**src/rtl/mux_scan_ctrl.sv**
```systemverilog
// mux_scan_ctrl
// Scan sequencer that owns the Select bus of an NINPUTS_MUX:1 mux. On start it
// steps Select through the channels. For each channel it waits SETTLE_CYCLES
// clocks, then counts rising edges of the synchronized mux output for
// WINDOW_CYCLES clocks, then presents the count tagged with the channel index
// for one cycle.
// Optional feature: define SCAN_MASK_EN to add the chanMask input. The mask is
// latched when start is accepted, and disabled channels are skipped entirely.
module mux_scan_ctrl #(
   parameter int SELBITS_MUX   = 3,
   parameter int NINPUTS_MUX   = 8,
   parameter int SETTLE_CYCLES = 4,
   parameter int WINDOW_CYCLES = 256,
   parameter int CNT_W         = 16
) (
   input  logic                   clk,
   input  logic                   rst,
   input  logic                   start,
   input  logic                   muxOut,
`ifdef SCAN_MASK_EN
   input  logic [NINPUTS_MUX-1:0] chanMask,
`endif
   output logic [SELBITS_MUX-1:0] Select,
   output logic [CNT_W-1:0]       count,
   output logic [SELBITS_MUX-1:0] countIndex,
   output logic                   countValid,
   output logic                   busy,
   output logic                   done
);

   localparam int TMAX = (WINDOW_CYCLES > SETTLE_CYCLES) ? WINDOW_CYCLES : SETTLE_CYCLES;
   localparam int TW   = (TMAX < 2) ? 1 : $clog2(TMAX);
   localparam logic [TW-1:0] SETTLE_LAST = TW'(SETTLE_CYCLES - 1);
   localparam logic [TW-1:0] WINDOW_LAST = TW'(WINDOW_CYCLES - 1);

   typedef enum logic [1:0] {IDLE, SETTLE, COUNT, REPORT} state_t;

   state_t                 stateQ, stateD;
   logic [TW-1:0]          timerQ, timerD;
   logic [SELBITS_MUX-1:0] selQ, selD;
   logic [CNT_W-1:0]       countQ, countD;
   logic [SELBITS_MUX-1:0] idxQ, idxD;
   logic                   s1Q, s2Q, s3Q;
   logic                   rise;

   logic [NINPUTS_MUX-1:0] startMask;
   logic [NINPUTS_MUX-1:0] enMask;
   logic [SELBITS_MUX-1:0] firstSel, nextSel;
   logic                   anyFirst, hasNext;

`ifdef SCAN_MASK_EN
   logic [NINPUTS_MUX-1:0] maskQ, maskD;
   assign startMask = chanMask;
   assign enMask    = maskQ;
`else
   assign startMask = '1;
   assign enMask    = '1;
`endif

   assign rise = s2Q & ~s3Q;

   // Two-flop synchronizer plus a history flop for edge detection; runs in every state
   always_ff @(posedge clk or posedge rst) begin
      if (rst) begin
         s1Q <= 1'b0;
         s2Q <= 1'b0;
         s3Q <= 1'b0;
      end else begin
         s1Q <= muxOut;
         s2Q <= s1Q;
         s3Q <= s2Q;
      end
   end

   // Find the first enabled channel of a new scan and the next enabled channel above Select
   always_comb begin
      firstSel = '0;
      anyFirst = 1'b0;
      nextSel  = selQ;
      hasNext  = 1'b0;
      for (int i = NINPUTS_MUX - 1; i >= 0; i--) begin
         if (startMask[i]) begin
            firstSel = SELBITS_MUX'(i);
            anyFirst = 1'b1;
         end
         if (enMask[i] && (i > int'(selQ))) begin
            nextSel = SELBITS_MUX'(i);
            hasNext = 1'b1;
         end
      end
   end

   // Next-state logic: phase timing, channel stepping and saturating edge count
   always_comb begin
      stateD = stateQ;
      timerD = timerQ;
      selD   = selQ;
      countD = countQ;
      idxD   = idxQ;
`ifdef SCAN_MASK_EN
      maskD  = maskQ;
`endif
      case (stateQ)
         IDLE: begin
            if (start) begin
`ifdef SCAN_MASK_EN
               maskD  = startMask;
`endif
               selD   = firstSel;
               countD = '0;
               timerD = '0;
               stateD = anyFirst ? SETTLE : REPORT;
            end
         end
         SETTLE: begin
            if (timerQ == SETTLE_LAST) begin
               timerD = '0;
               stateD = COUNT;
            end else begin
               timerD = timerQ + TW'(1);
            end
         end
         COUNT: begin
            if (rise && (countQ != '1)) begin
               countD = countQ + CNT_W'(1);
            end
            if (timerQ == WINDOW_LAST) begin
               timerD = '0;
               idxD   = selQ;
               stateD = REPORT;
            end else begin
               timerD = timerQ + TW'(1);
            end
         end
         REPORT: begin
            if (hasNext) begin
               selD   = nextSel;
               countD = '0;
               timerD = '0;
               stateD = SETTLE;
            end else begin
               stateD = IDLE;
            end
         end
         default: stateD = IDLE;
      endcase
   end

   // State and datapath registers; reset aborts any scan in progress
   always_ff @(posedge clk or posedge rst) begin
      if (rst) begin
         stateQ <= IDLE;
         timerQ <= '0;
         selQ   <= '0;
         countQ <= '0;
         idxQ   <= '0;
`ifdef SCAN_MASK_EN
         maskQ  <= '0;
`endif
      end else begin
         stateQ <= stateD;
         timerQ <= timerD;
         selQ   <= selD;
         countQ <= countD;
         idxQ   <= idxD;
`ifdef SCAN_MASK_EN
         maskQ  <= maskD;
`endif
      end
   end

   assign Select     = selQ;
   assign count      = countQ;
   assign countIndex = idxQ;
   assign busy       = (stateQ != IDLE);
   assign countValid = (stateQ == REPORT) && (|enMask);
   assign done       = (stateQ == REPORT) && !hasNext;

endmodule

```
**config.mk**
```make
export PLATFORM = sky130hd
export DESIGN_NAME = mux_scan_ctrl
export DESIGN_NICKNAME = d
export VERILOG_FILES = /design/src/rtl/mux_scan_ctrl.sv
export SDC_FILE = /design/constraint.sdc
export NUM_CORES = 1
export LEC_CHECK = 0
export CORE_MARGIN = 2
export CORE_UTILIZATION = 34
export DETAILED_ROUTE_END_ITERATION = 6
export SYNTH_ARGS = -nofsm -noshare
export SYNTH_HDL_FRONTEND = slang
export SYNTH_SLANG_ARGS = --single-unit
```
**constraint.sdc**
```tcl
create_clock -name clk -period 4.4 [get_ports clk]
set_clock_uncertainty 0.15 [all_clocks]
set_input_delay 0.66 -clock clk [delete_from_list [all_inputs] [get_ports clk]]
set_output_delay 0.66 -clock clk [all_outputs]
set_load 0.02 [all_outputs]
```
# Yosys cells after proc, flatten, opt, wreduce, memory -nomap -nowiden
# Index checks and enable logic that the tools add are counted.
[word_totals]
rom_bits = 0
word_cells = 74
reg_bits = 35
mem_count = 0
latchBits = 0
ramBits = 0
[op_classes]
n_bitwise = 2
order_cmp = 7
n_reduce_logical = 12
eq_ne = 12
add_sub_neg = 2
n_mul = 0
div = 0
shift = 0
mux = 31
[ops]
columns = ["cell", "n"]
rows = [
  ["$mux W16", 3],
  ["$pmux W16 S3", 1],
  ["$mux W8", 4],
  ["$pmux W8 S4", 1],
  ["$mux W3", 9],
  ["$add A16 B1 Y16 const B", 1],
  ["$ne A16 B16 Y1 const B", 1],
  ["$gt A3 B3 Y1 const A", 4],
  ["$add A8 B1 Y8 const B", 1],
  ["$eq A8 B2 Y1 const B", 1],
  ["$eq A8 B8 Y1 const B", 1],
  ["$mux W1", 8],
  ["$ne A2 B2 Y1 const B", 4],
  ["$ne A8 B1 Y1 const B", 1],
  ["$pmux W2 S4", 1],
  ["$reduce_and A4 Y1", 2],
  ["$gt A2 B3 Y1 const A", 2],
  ["$mux W2", 3],
  ["$pmux W3 S2", 1],
  ["$eq A2 B2 Y1 const B", 2],
  ["$reduce_and A2 Y1", 2],
  ["$reduce_bool A2 Y1", 2],
  ["$gt A1 B3 Y1 const A", 1],
  ["$reduce_and A3 Y1", 1],
  ["8 further kinds", 9],
]

# Depth between registers and ports, before layout
[logic_depth]
word_depth = 10
depth_mapped = 8
mapped_depth_nobuf = 7

# Worst setup path before layout
# No wires, ideal clock.
[synth_timing]
kind = "register to register"
startpoint = "register stateQ[0]"
endpoint = "register countQ[9], in the netlist count[9]"
stages_incl_launch_ff = 8
setup_slack_ns = 2.434
arrival_ns = 1.684
cell_sequence = "dfrtp_1 -> ha_1 -> nand4_1 -> nand3_2 -> buf_6 -> nor4_1 -> xnor2_1 -> nor2_1"
[synth_via]
elab_chain_cells = 3
elab_cells_between_ends = 9
cone_classes = "eq/ne: 5; mux: 1; reduce/logical: 3"
[synth_lines]
columns = ["item", "line", "rtl"]
rows = [
  ["start: declaration", "38", "state_t stateQ, stateD;"],
  ["start signal: assignment", "161", "stateQ <= stateD;"],
  ["$eq A2 B2 Y1 *", "-", ""],
  ["net countValid", "26", "output logic countValid,"],
  ["$ne A2 B1 Y1 (no line) or $reduce_bool A3 Y1 (tied branches)", "-", ""],
  ["$reduce_and A4 Y1 (no line)", "-", ""],
  ["end signal: assignment", "164", "countQ <= countD;"],
  ["end: declaration", "41", "logic [CNT_W-1:0] countQ, countD;"],
]
# The timed path passes the listed nets; every way through them passes the cells marked *.
# A chain may end at the register's enable or synchronous reset.

# Final worst setup path
[layout_timing]
startpoint = "register stateQ[1]"
endpoint = "output done"
[layout_via]
elab_chain_cells = 2
[layout_lines]
columns = ["item", "line", "rtl"]
rows = [
  ["$eq A2 B2 Y1", "177", "assign done = (stateQ == REPORT) && !hasNext;"],
  ["$logic_and A1 B1 Y1", "177", ""],
  ["end: declaration", "28", "output logic done"],
]
# Every way passes these cells.

==> results.py <==
metrics = {
    "clock_tree": {
        "clkLatencyLatePin_ns": 0.29,
        "cts_root_buf": "clkbuf_8",
        "cts_buffer_depth": 2,
        "cts_tree": "built",
        "cts_resized": 0,
        "cts_setup_buffers": 0,
        "cts_sinks": 35,
        "numCtsBuffers": 5,
        "clk_pin_slew_worst_paths_ns": 0.07,
        "h-tree-depth": 2,
        "cts_hold_buf": 0,
    },
    "final_layout": {
        "nets": 237,
        "multi_input_area_um2": 1010,
        "instances_no_fill": 299,
        "diodes": 0,
        "drive_above_1_share": 0.119,
        "seqCellArea_um2": 876,
        "syn_to_final_growth_pct": 21.9,
        "filler_cell_count": 560,
    },
    "detailed_routing": {
        "vias_per_cell": 5.32,
        "dr.pass1.iters": 4,
        "drtIter0Drc": 88,
        "wl_mm": 4.25,
        "antenna_left": 0,
        "wl_per_cell_um": 14.2,
        "dr_total_vias": 1591,
        "drc": 0,
    },
    "setup_path": {
        "rr_startpoint": "count[0]",
        "worstSetupStartpointType": "flop",
        "cp_slowest_cell": "clkdlybuf4s50_1",
        "worstPathRequired_ns": 3.59,
        "crit_start": "stateQ[1]",
        "crit_fanout": 6,
        "crit_path_max_incr_delay_ns": 0.61,
        "cp-end-kind": "output pin",
        "arrival_ns": 1.96,
        "rrSetupSlack_ns": 1.94,
        "path_class": "flop to output pin",
        "crit_chain": "ha_1 > nand4_1 > inv_1 > clkdlybuf4s50_1",
    },
    "floorplanning": {
        "ios": 29,
        "start_util": 0.354,
        "fp.dieW_um": 80.0,
        "coreArea_um2": 5540,
        "dieArea_um2": 6400,
        "rows": 27,
        "die_y_um": 80.0,
    },
    "logic_synthesis": {
        "synth_edf_count": 0,
        "yosysMostFrequentCell": "dfrtp_1",
        "synth-xor-area-share": 0.0491,
        "post_synth_fa_ha_maj_area_fraction": 0.0446,
        "async_reset_ff_frac": 1.00,
        "ys_warn_count": 0,
        "yosysTopAreaCell": "dfrtp_1",
        "netlist.area_leader.share": 0.446,
        "synth_fp_nets": 208,
        "synth.top_cells.by_count": "dfrtp_1, nand2_1, nor2_1",
        "synth_area_um2": 1960,
        "synth.area.top_cells": "dfrtp_1, xnor2_1, ha_1",
        "synth_top_family_by_area": "simple AND/OR/NAND/NOR gates",
        "syn_inst": 197,
        "synth_ff_type": "dfrtp_1",
        "synth-seq-area-share": 0.446,
        "synth_compound_area_frac": 0.0982,
        "yosys_register_bits": 35,
        "ys_types": 43,
        "yosys.area_share.simple": 0.289,
        "synth_mux_area_frac": 0.0338,
        "syn_area_per_cell_um2": 9.97,
    },
    "timing": {
        "relSlewSlack": 0.287,
        "tightest_slew_ns": 1.07,
        "finalSetupTns_ns": 0,
        "finalSetupViolations": 0,
        "max_freq_mhz": 361,
        "finalCritPeriodShare": 0.630,
        "final.setup.worst_slack_ns": 1.63,
        "drv_slew": 0,
        "period_needed_ns": 2.77,
        "finalHoldViolCount": 0,
        "rsz0062_at_grt": "no",
    },
    "global_route": {
        "grt_pass1_vias": 1537,
        "gr-total-overflow": 0,
        "grt_pass1_wl_mm": 7.25,
        "antenna_found_initial": 0,
        "grtUsageTotal": 0.144,
        "grt_max_degree": 29,
    },
    "power": {
        "sw_frac_of_total": 0.382,
        "pwr_density_cell_nw_per_um2": 448,
        "pwr-share-comb": 0.392,
        "p_sw_mw": 0.410,
        "peakVddDrop_v": 0.000281,
        "internal_power_mw": 0.662,
        "clkPwrFrac": 0.242,
        "sequentialPowerShare": 0.366,
        "p_leak_nw": 0.989,
    },
    "min_path": {
        "hp-start": "s1Q",
        "hp-class": "flop to flop",
    },
    "placement": {
        "gp_congestion": 0.819,
        "pre_cts_ws_ns": 1.79,
        "placed_cells": 291,
        "hpwl_mm": 2.99,
        "io_buffer_count": 28,
    },
    "status": {
        "status": "complete, no violations",
    },
    "run": {
        "drv_cap": 0,
    },
}
worst max-delay path, delay by kind of cell (launching register included):
kind | cells | cell delay (ns)
fa+ha+maj | 1 | 0.31
buf+inv | 2 | 0.74
flops | 1 | 0.42
simple gates | 1 | 0.22
cells in the final DEF (no fill, tap or decap), types with 4 or more instances in the layout:
cell type         n
dfrtp_1          35
a22o_1            4
o21ai_0          10
clkbuf_8          7
a21oi_1           6
nor3_1           11
nor2_1           19
inv_1             6
xnor2_1          11
nand3_1           8
nand2_1          20
ha_1              7
nand4_1          10
clkdlybuf4s50_1  28
nor4_2            4
mux2_2            5
power by group through the flow:
stage | combinational [mW] | sequential, mW | clock [mW]
2_1_floorplan | 0.292 | 0.401 | 0
3_3_place_gp | 0.417 | 0.398 | 0
3_5_place_dp | 0.420 | 0.397 | 0
4_1_cts | 0.422 | 0.392 | 0.267
5_1_grt | 0.471 | 0.398 | 0.286
6_report | 0.420 | 0.392 | 0.260
worst paths after layout:
check                      cells after the start         to
setup / recovery                               4       done
hold / removal                                 0        s2Q
setup reg to reg                               6  count[12]
hold reg to reg                                0        s2Q
max in group asynchronous                      3  count[15]
min in group asynchronous                      2        s2Q
per-layer routing:
layer / wire (um) / track usage / vias to the layer above
met5: 0 / 0 / -
met4: 68 / 0.0593 / 0
met3: 215 / 0.0419 / 7
met1: 2030 / 0.181 / 769
met2: 1940 / 0.232 / 48
li1: - / - / 767
kinds of logic after synthesis:
logic type               count (synthesis)
AND/OR/NAND/NOR                         96
flip-flops                              35
AO/OA/AOI/OAI                           28
buffers and inverters                   14
XOR/XNOR                                11
adder cells (fa/ha/maj)                  7
multiplexers                             6
final cells by class:
type,count,area share
repair buffers,30,0.123
clock buffers,8,0.0418
inverters,6,0.00941
flip-flops and latches,35,0.366
multi-input cells,148,0.422
well taps,72,0.0376
flip-flops by register name (all words and copies together) (netlist names):
register,count
s3Q,1
timerQ,8
count,16
s1Q,1
countIndex,3
stateQ,2
s2Q,1
Select,3
through the flow:
step | util | hold slack (ns) | instance area (um2) | power, mW
floorplan | - | 0.181 | 1960 | 0.693
global placement | 0.414 | 0.186 | 2290 | 0.815
detailed placement | 0.414 | 0.190 | 2290 | 0.818
CTS | 0.432 | 0.215 | 2390 | 1.08
global route | 0.432 | 0.222 | 2390 | 1.15
finish | 0.432 | 0.210 | 2390 | 1.07
Power figures use the tool's default switching activity.
